===== src/rtl/alu_arbiter.sv =====
// ---------------------------------------------------------------------------
// alu_arbiter
//
// Shares a single 16-bit Hack-style ALU between NREQ requesters (2..4).
// Each cycle a round-robin search picks one valid requester, its control
// word and operands are pushed through the combinational ALU, and the
// result is captured in a single-entry response register together with
// the zero/negative flags and the index of the winning requester.
//
// Ports
//   clk        : clock, all state changes on the rising edge
//   rst        : synchronous, active-high reset
//   req_valid  : [NREQ]    request valid, one bit per requester
//   req_ready  : [NREQ]    request accepted, one-hot or zero
//   req_c      : [6*NREQ]  control words, slice i = [6i+5:6i]
//                          bit 5 zx, 4 nx, 3 zy, 2 ny, 1 f, 0 no
//   req_x      : [16*NREQ] x operands, slice i = [16i+15:16i]
//   req_y      : [16*NREQ] y operands, same slicing as req_x
//   rsp_valid  : response register holds a result
//   rsp_ready  : consumer accepts the response
//   rsp_out    : registered ALU result
//   rsp_zr     : registered (result == 0)
//   rsp_ng     : registered result bit 15
//   rsp_id     : index of the requester that produced the response
//   busy       : mirror of rsp_valid
//
// Configuration macro
//   ALU_ARB_FLAGS_EN : when defined, rsp_zr/rsp_ng are registered with the
//                      result; when undefined, no flag registers exist and
//                      both flag outputs are tied to 0.
// ---------------------------------------------------------------------------

// ---------------------------------------------------------------------------
// ALU
//
// Purely combinational Hack ALU datapath.
//   c   : 6-bit control word {zx, nx, zy, ny, f, no}
//   x,y : 16-bit operands
//   out : 16-bit result
// The flags are derived by the arbiter from its registered copy of the
// result path, so only the data result is exported here.
// ---------------------------------------------------------------------------
module ALU (
  input  logic [5:0]  c,
  input  logic [15:0] x,
  input  logic [15:0] y,
  output logic [15:0] out
);

  logic [15:0] x_z;
  logic [15:0] x_n;
  logic [15:0] y_z;
  logic [15:0] y_n;
  logic [15:0] f_res;

  // Operand preconditioning, function select and output negation applied
  // strictly in the order zx, nx, zy, ny, f, no.
  always_comb begin
    x_z   = c[5] ? 16'h0000 : x;
    x_n   = c[4] ? ~x_z : x_z;
    y_z   = c[3] ? 16'h0000 : y;
    y_n   = c[2] ? ~y_z : y_z;
    f_res = c[1] ? (x_n + y_n) : (x_n & y_n);
    out   = c[0] ? ~f_res : f_res;
  end

endmodule

// ---------------------------------------------------------------------------
// alu_arbiter (top)
// ---------------------------------------------------------------------------
module alu_arbiter #(
  parameter int NREQ = 2
) (
  input  logic               clk,
  input  logic               rst,
  input  logic [NREQ-1:0]    req_valid,
  output logic [NREQ-1:0]    req_ready,
  input  logic [6*NREQ-1:0]  req_c,
  input  logic [16*NREQ-1:0] req_x,
  input  logic [16*NREQ-1:0] req_y,
  output logic               rsp_valid,
  input  logic               rsp_ready,
  output logic [15:0]        rsp_out,
  output logic               rsp_zr,
  output logic               rsp_ng,
  output logic [1:0]         rsp_id,
  output logic               busy
);

  // Response register and round-robin pointer state.
  logic        valid_q, valid_d;
  logic [15:0] out_q,   out_d;
  logic [1:0]  id_q,    id_d;
  logic [1:0]  ptr_q,   ptr_d;

  // Arbitration results.
  logic        slot_free;
  logic        grant_found;
  logic [1:0]  grant_idx;
  logic        transfer;

  // Payload of the granted requester and the ALU result for it.
  logic [5:0]  sel_c;
  logic [15:0] sel_x;
  logic [15:0] sel_y;
  logic [15:0] alu_out;

  // The response slot can take a new result if it is empty or is being
  // drained this same cycle, which is what gives back-to-back throughput.
  assign slot_free = !valid_q || rsp_ready;

  // Round-robin search: walk the requesters starting at ptr_q and wrap
  // around, stopping at the first valid one. The inner loop only serves to
  // turn the rotated index into a constant bit select.
  always_comb begin
    grant_found = 1'b0;
    grant_idx   = 2'd0;
    for (int k = 0; k < NREQ; k++) begin
      for (int i = 0; i < NREQ; i++) begin
        if (!grant_found && (i == (int'(ptr_q) + k) % NREQ) && req_valid[i]) begin
          grant_found = 1'b1;
          grant_idx   = 2'(i);
        end
      end
    end
  end

  // The grant is only presented when the slot can accept it and never
  // while reset is asserted, so a request seen in a reset cycle is held
  // off until the first cycle after reset.
  always_comb begin
    req_ready = '0;
    if (!rst && slot_free && grant_found) begin
      for (int i = 0; i < NREQ; i++) begin
        if (grant_idx == 2'(i)) begin
          req_ready[i] = 1'b1;
        end
      end
    end
  end

  // req_ready is only ever raised on a valid requester, so any set bit is
  // a completed handshake.
  assign transfer = |(req_valid & req_ready);

  // Route the winner's control word and operands to the shared ALU.
  always_comb begin
    sel_c = '0;
    sel_x = '0;
    sel_y = '0;
    for (int i = 0; i < NREQ; i++) begin
      if (grant_idx == 2'(i)) begin
        sel_c = req_c[6*i +: 6];
        sel_x = req_x[16*i +: 16];
        sel_y = req_y[16*i +: 16];
      end
    end
  end

  ALU u_alu (
    .c   (sel_c),
    .x   (sel_x),
    .y   (sel_y),
    .out (alu_out)
  );

  // Next-state for the response register and pointer. A grant always wins
  // over a plain drain: if both happen together the register is simply
  // overwritten and stays valid. The pointer only moves on a grant so that
  // idle cycles leave the rotation where it was.
  always_comb begin
    valid_d = valid_q;
    out_d   = out_q;
    id_d    = id_q;
    ptr_d   = ptr_q;
    if (transfer) begin
      valid_d = 1'b1;
      out_d   = alu_out;
      id_d    = grant_idx;
      ptr_d   = (int'(grant_idx) == NREQ - 1) ? 2'd0 : grant_idx + 2'd1;
    end else if (valid_q && rsp_ready) begin
      valid_d = 1'b0;
    end
  end

  always_ff @(posedge clk) begin
    if (rst) begin
      valid_q <= 1'b0;
      out_q   <= 16'h0000;
      id_q    <= 2'd0;
      ptr_q   <= 2'd0;
    end else begin
      valid_q <= valid_d;
      out_q   <= out_d;
      id_q    <= id_d;
      ptr_q   <= ptr_d;
    end
  end

`ifdef ALU_ARB_FLAGS_EN
  // Flags are computed from the ALU result going into the register and
  // captured in the same edge, so they never lag or glitch relative to
  // rsp_out.
  logic zr_q, zr_d;
  logic ng_q, ng_d;

  always_comb begin
    zr_d = zr_q;
    ng_d = ng_q;
    if (transfer) begin
      zr_d = (alu_out == 16'h0000);
      ng_d = alu_out[15];
    end
  end

  always_ff @(posedge clk) begin
    if (rst) begin
      zr_q <= 1'b0;
      ng_q <= 1'b0;
    end else begin
      zr_q <= zr_d;
      ng_q <= ng_d;
    end
  end

  assign rsp_zr = zr_q;
  assign rsp_ng = ng_q;
`else
  assign rsp_zr = 1'b0;
  assign rsp_ng = 1'b0;
`endif

  assign rsp_valid = valid_q;
  assign rsp_out   = out_q;
  assign rsp_id    = id_q;
  assign busy      = valid_q;

endmodule

===== config.mk =====
export PLATFORM = sky130hd
export DESIGN_NAME = alu_arbiter
export DESIGN_NICKNAME = d
export VERILOG_FILES = /design/src/rtl/alu_arbiter.sv
export SDC_FILE = /design/constraint.sdc
export NUM_CORES = 1
export LEC_CHECK = 0
export CORE_MARGIN = 3
export CORE_UTILIZATION = 49
export CTS_CLUSTER_DIAMETER = 60
export DETAILED_ROUTE_END_ITERATION = 10
export MAX_ROUTING_LAYER = met4
export PLACE_DENSITY = 0.92
export SLEW_MARGIN = 5
export SYNTH_ARGS = -nofsm -noshare
export SYNTH_HDL_FRONTEND = slang
export SYNTH_SLANG_ARGS = --single-unit

===== constraint.sdc =====
create_clock -name clk -period 6.6 [get_ports clk]
set_input_delay 1.32 -clock clk [delete_from_list [all_inputs] [get_ports clk]]
set_output_delay 1.32 -clock clk [all_outputs]
set_load 0.02 [all_outputs]

==> results_dict.tcl, run 1 <==
set metrics [dict create \
    cts_root_buf "clkbuf_8" \
    peakVddDrop_mv 0.1307 \
    fin_skew_ns 0.003337 \
    fin_hold_ws_ns 0.4649 \
    slew_viol_final 0 \
    h-tree-depth 1 \
    synth_fa_ha_area_share_pct 8.114 \
    path_class "input port to flop" \
    cellLeakagePower_nw 1.434 \
    dpl.hpwl_um 6097 \
    dp_cells 533 \
    synth_ff_type "dfxtp_1" \
    grt_max_degree 37 \
    post_drt_wl_per_cell_um 14.11 \
    hold_viol 0 \
    wl_um 7578 \
    syn_inst 384 \
    initial_core_util_pct 51.82 \
    worst_pin_slew_ns 0.9848 \
    end_kind "flop" \
    async_reset_ff_share_pct 0 \
    ys_top_cells_by_count "nand2_1 (80), a21oi_1 (48), xnor2_1 (47)" \
    setup_tns_ns 0 \
    design_power_total_uw 866.7 \
    yosys.area_share.xor_xnor_pct 19.04 \
    cp_max_fo 23 \
    nets 566 \
    synth.mux.area_fraction_pct 3.504 \
    cts_hold_buf 0 \
    fin_util_pct 71.60 \
    clock.fmax_mhz 183.0 \
    globalRouteOverflowTotal 0 \
    cts_buffers 3 \
    synth_area_mm2 0.002714 \
    ys_ff_latch 19 \
    cts_setup_buffers 0 \
    dieArea_mm2 0.006467 \
    cellPowerDensity_mw_per_mm2 231.1 \
    setup_ws_ns 1.134 \
    place.gp.congestion 0.9264 \
    dr_total_vias 3001 \
    core_mm2 0.005238 \
    fin_crit_sh_pct 82.82 \
    syn_area_per_cell_um2 7.067 \
    status "completed" \
    synth_cell_types 53 \
    cts_buffer_depth 2 \
    grt_use_total_pct 24.27 \
    post-place-ws_ns 0.9758 \
    drc 0 \
    synth.area.top_cells "xnor2_1 (15%), dfxtp_1 (14%), nand2_1 (11%), a21oi_1 (8.9%), ha_1 (7.4%)" \
    dpl_cell_area_mm2 0.003704 \
    synth_top_family_by_area "compound AO/OA/AOI/OAI gates" \
    nFillCells 392 \
    grt_pass1_vias 2828 \
    area_growth_pct 38.17 \
    yosysWarningCount 0 \
    final_antenna_net_count 0 \
    hp-class "flop to flop" \
    port_buffers 101 \
    max_cap_violations 0 \
    synth-edff-count 0 \
    worst_path_largest_cell_delay_ns 0.76 \
    worstPathCellList "clkdlybuf4s50_1 -> inv_1 -> o21ai_2 -> nand2_1 -> nand2_1 -> a21oi_1 -> xnor2_1 -> ha_1 -> fa_1 -> a211oi_1 -> o211ai_1 -> a32oi_1 -> nor2_1 -> mux2i_1 -> or2_0 -> nand3_1" \
    synth_compound_area_share_pct 25.82 \
    layout.cells.non_filler 537 \
    cts_tree "built" \
    cp_common_cell "nand2_1" \
    relSlewSlack_pct 34.34 \
    clk_pin_slew_ns 0.07 \
    grt_pass1_wl_um 12520 \
    fin_area_mm2 0.003750 \
    layout-drive-gt1-share_pct 5.139 \
    cts_resized 0 \
    arrival_ns 5.62 \
    synth_top_area_share_pct 15.17 \
    path_buf_inv 2 \
    drt-initial-drc-count 191 \
    via_per_inst 5.588 \
    fp.dieH_um 80.42 \
    cp-start-kind "input port" \
    antenna_cells 0 \
    yosys.area.top_type "xnor2_1" \
    crit_family "compound AO/OA/AOI/OAI gates" \
    yosysMostFrequentCell "nand2_1" \
    grt_setup_unrepaired "false" \
    drtPass1Iterations 5 \
    row_count 26 \
    fin_crit_ns 5.466 \
    seq_area_frac_synth_pct 14.02 \
    die_w_um 80.42 \
    cts_num_sinks 19 \
    antenna_found_initial 0 \
    yosys.area_share.simple_pct 22.64 \
    ios 105 \
    worstPathRequired_ns 6.75 \
    cp_slowest_cell "o21ai_2" \
    clk_latency_ns 0.26 \
    setup-violations-final 0 \
]
==> flip-flops by register name, indices dropped and copies added, names as in the netlist <==
name	count
rsp_out	16
busy	1
ptr_q	1
rsp_id	1
==> cells in the final DEF (no fill, tap or decap), types with 2 or more instances in the layout <==
master	instances
a211oi_1	6
a21o_1	6
a21oi_1	48
a31oi_1	4
a41oi_1	2
and3_1	2
buf_4	4
clkbuf_8	3
clkdlybuf4s50_1	101
conb_1	3
dfxtp_1	19
ha_1	16
inv_1	6
mux2i_1	4
mux2i_4	2
nand2_1	80
nand2b_1	2
nand3_1	4
nand3b_1	10
nand4_1	4
nor2_1	16
nor3_1	5
nor3b_1	2
o211ai_1	2
o21ai_0	4
o21ai_1	20
o21ai_2	3
o21bai_1	3
o31ai_1	3
xnor2_1	47
xor2_1	12
==> report_power, final <==
group	internal [mW]	switching [mW]
combinational	0.295	0.337
sequential	0.142	0.0138
clock	0.0419	0.0373
total	0.479	0.388
==> final timing paths <==
| check | start | endpoint | slack [ns] | cells past startpoint |
|---|---|---|---|---|
| worst max-delay path | req_valid[0] | rsp_out[14]$_SDFFE_PP0P_ | 1.13 | 16 |
| worst min-delay path | rsp_out[0]$_SDFFE_PP0P_ | rsp_out[0]$_SDFFE_PP0P_ | 0.46 | 2 |
| worst max register to register | ptr_q[0]$_SDFFE_PP0P_ | rsp_out[14]$_SDFFE_PP0P_ | 2.40 | 14 |
| worst min register to register | rsp_out[0]$_SDFFE_PP0P_ | rsp_out[0]$_SDFFE_PP0P_ | 0.46 | 2 |
==> final cells by class <==
class / instances / area [µm²] / area share, %
Clock inverter: 1 / 5.005 / 0.1335
Multi-Input combinational cell: 332 / 2168 / 57.82
Inverter: 7 / 26.28 / 0.7007
Timing Repair Buffer: 105 / 1041 / 27.76
Sequential cell: 19 / 380.4 / 10.14
Clock buffer: 3 / 41.29 / 1.101
Tap cell: 70 / 87.58 / 2.336
==> routing by layer <==
layer | routed length, µm | up-vias | share of wire, % | track usage (%)
li1 | - | 1493 | - | -
met3 | 655 | 16 | 8.6 | 2.915
met5 | 0 | - | 0 | -
met2 | 3494 | 173 | 46 | 39.16
met1 | 3298 | 1319 | 44 | 31.58
met4 | 130 | 0 | 1.7 | 7.770
==> logic make-up (layout without fill, tap and decap cells) <==
| group | count (synthesis) | count (layout) |
|---|---|---|
| flops | 19 | 19 |
| compound gates | 112 | 112 |
| xor+xnor | 59 | 59 |
| mux | 7 | 7 |
| buf+inv | 35 | 116 |
| other cells | 1 | 3 |
| fa+ha+maj | 17 | 17 |
| simple gates | 134 | 134 |
==> worst min-delay path, delay by kind of cell, from the launching register on <==
family | cells | cell delay [ns]
DFF | 1 | 0.31
and+or+nand+nor | 1 | 0.06
AOI/OAI and AO/OA | 1 | 0.05
Power figures use the tool's default switching activity.
==> run 2, diff against run 1 <==
--- a/config.mk
+++ b/config.mk
@@ -6,11 +6,11 @@
 export NUM_CORES = 1
 export LEC_CHECK = 0
 export CORE_MARGIN = 3
-export CORE_UTILIZATION = 49
+export CORE_UTILIZATION = 41
 export CTS_CLUSTER_DIAMETER = 60
 export DETAILED_ROUTE_END_ITERATION = 10
 export MAX_ROUTING_LAYER = met4
-export PLACE_DENSITY = 0.92
+export PLACE_DENSITY = 0.83
 export SLEW_MARGIN = 5
 export SYNTH_ARGS = -nofsm -noshare
 export SYNTH_HDL_FRONTEND = slang
==> constraint.sdc (replaced) <==
create_clock -name clk -period 5 [get_ports clk]
set_input_delay 1 -clock clk [delete_from_list [all_inputs] [get_ports clk]]
set_output_delay 1 -clock clk [all_outputs]
set_load 0.02 [all_outputs]
==> run 2 against run 1 <==
Sequential share of layout area shrank 0.21 points. Core utilization shrank 12 points. Flip-flop and latch count is the same. Highest routed layer unchanged.
==> results_dict.tcl, run 2 (synthesis results as in run 1) <==
set metrics [dict create \
    via_per_inst 5.307 \
    fp.dieH_um 87.36 \
    path_class "input port to flop" \
    status "completed" \
    die_w_um 87.36 \
    initial_core_util_pct 42.50 \
    cts_root_buf "clkbuf_8" \
    nets 572 \
    layout_common_cells "clkdlybuf4s50_1 (101), nand2_1 (80), a21oi_1 (48), xnor2_1 (47), o21ai_1 (20)" \
    design_power_total_mw 1.161 \
    antenna_cells 0 \
    drtPass1Iterations 4 \
    drc 0 \
    clk_pin_slew_ns 0.07 \
    wl_um 8000 \
    fin_crit_sh_pct 88.99 \
    setup_tns_ns 0 \
    layout_commonest_cell "clkdlybuf4s50_1" \
    cts_buffer_depth 2 \
    row_count 29 \
    worstPathRequired_ns 5.19 \
    max_cap_violations 0 \
    h-tree-depth 1 \
    port_buffers 101 \
    hold_viol 0 \
    cts_buffers 3 \
    globalRouteOverflowTotal 0 \
    dpl.hpwl_um 6641 \
    grt_pass1_vias 2812 \
    cp-start-kind "input port" \
    cp_max_fo 38 \
    cts_hold_buf 0 \
    final_antenna_net_count 0 \
    end_kind "flop" \
    grt_max_degree 39 \
    hp-class "flop to flop" \
    antenna_found_initial 0 \
    peakVddDrop_mv 0.2560 \
    clk_latency_ns 0.26 \
    slew_viol_final 0 \
    fin_skew_ns 0.0007873 \
    place.gp.congestion 0.8993 \
    grt_use_total_pct 21.60 \
    cts_setup_buffers 0 \
    fin_crit_ns 4.450 \
    cellPowerDensity_mw_per_mm2 303.3 \
    worst_pin_slew_ns 0.9358 \
    ios 105 \
    dieArea_mm2 0.007632 \
    cts_resized 0 \
    layout-drive-gt1-share_pct 6.342 \
    clock.fmax_mhz 224.7 \
    cts_num_sinks 19 \
    post_drt_wl_per_cell_um 14.55 \
    cellLeakagePower_nw 1.472 \
    grt_setup_unrepaired "false" \
    setup-violations-final 0 \
    largest_reg_flops 16 \
    dr_total_vias 2919 \
    cts_tree "built" \
    core_mm2 0.006386 \
    drt-initial-drc-count 116 \
    area_growth_pct 41.08 \
    arrival_ns 4.64 \
    relSlewSlack_pct 37.14 \
    grt_pass1_wl_um 13140 \
]
-- run 2: cell count changes in the layout (fill, tap and decap cells not counted) --
cell    change
buf_4       +4
buf_12      +2
-- run 2: metal layers --
layer	track usage, %	wire [µm]	part of all wire, %	vias up
met3	1.135	407	5.1	8
li1	-	-	-	1506
met1	28.52	3751	47	1303
met4	4.045	72	0.90	0
met5	-	0	0	-
met2	36.64	3769	47	102
-- run 2: metrics by stage --
step | std cells | hold WS [ns] | setup WS [ns] | cell area, µm² | utilization [%]
global placement | 546 | 0.4474 | 0.2979 | 3782 | 59.23
floorplan | 386 | 0.5361 | 1.013 | 2721 | -
finish | 550 | 0.4619 | 0.5503 | 3829 | 59.95
global route | 550 | 0.5008 | 0.2625 | 3829 | 59.95
CTS | 550 | 0.4665 | 0.5470 | 3829 | 59.95
detailed placement | 546 | 0.4564 | 0.2890 | 3782 | 59.23
-- run 2: power breakdown --
part | switching [mW] | total, mW | internal, mW
Clock | 0.0523 | 0.108 | 0.0554
Combinational | 0.450 | 0.848 | 0.398
Sequential | 0.0185 | 0.205 | 0.187
-- run 2: path summary, 6_finish.rpt --
kind	start	endpoint	slack (ns)	depth (start not counted)
worst min-delay path	rsp_out[0]$_SDFFE_PP0P_	rsp_out[0]$_SDFFE_PP0P_	0.46	2
worst max-delay path	req_valid[1]	rsp_out[15]$_SDFFE_PP0P_	0.55	15
worst min register to register	rsp_out[0]$_SDFFE_PP0P_	rsp_out[0]$_SDFFE_PP0P_	0.46	2
worst max register to register	ptr_q[0]$_SDFFE_PP0P_	rsp_out[15]$_SDFFE_PP0P_	1.46	14
-- run 2: final cells by class --
cell class	count	area [µm²]
clock inverters	1	5.005
clock buffers	3	41.29
flip-flops and latches	19	380.4
well taps	77	96.34
fillers	594	2557
multi-input cells	332	2168
repair buffers	111	1111
inverters	7	26.28
-- run 2: worst max-delay path: stages --
cell and delay (ns):
clkdlybuf4s50_1 0.58, inv_2 0.07, nor2_2 0.15, buf_12 0.22
mux2i_4 0.41, buf_4 0.27, xnor2_1 0.17, ha_1 0.36
a21oi_1 0.26, o22ai_1 0.13, a31o_2 0.28, or4_4 0.41
o2111ai_2 0.11, nand2_1 0.10, o211ai_2 0.07
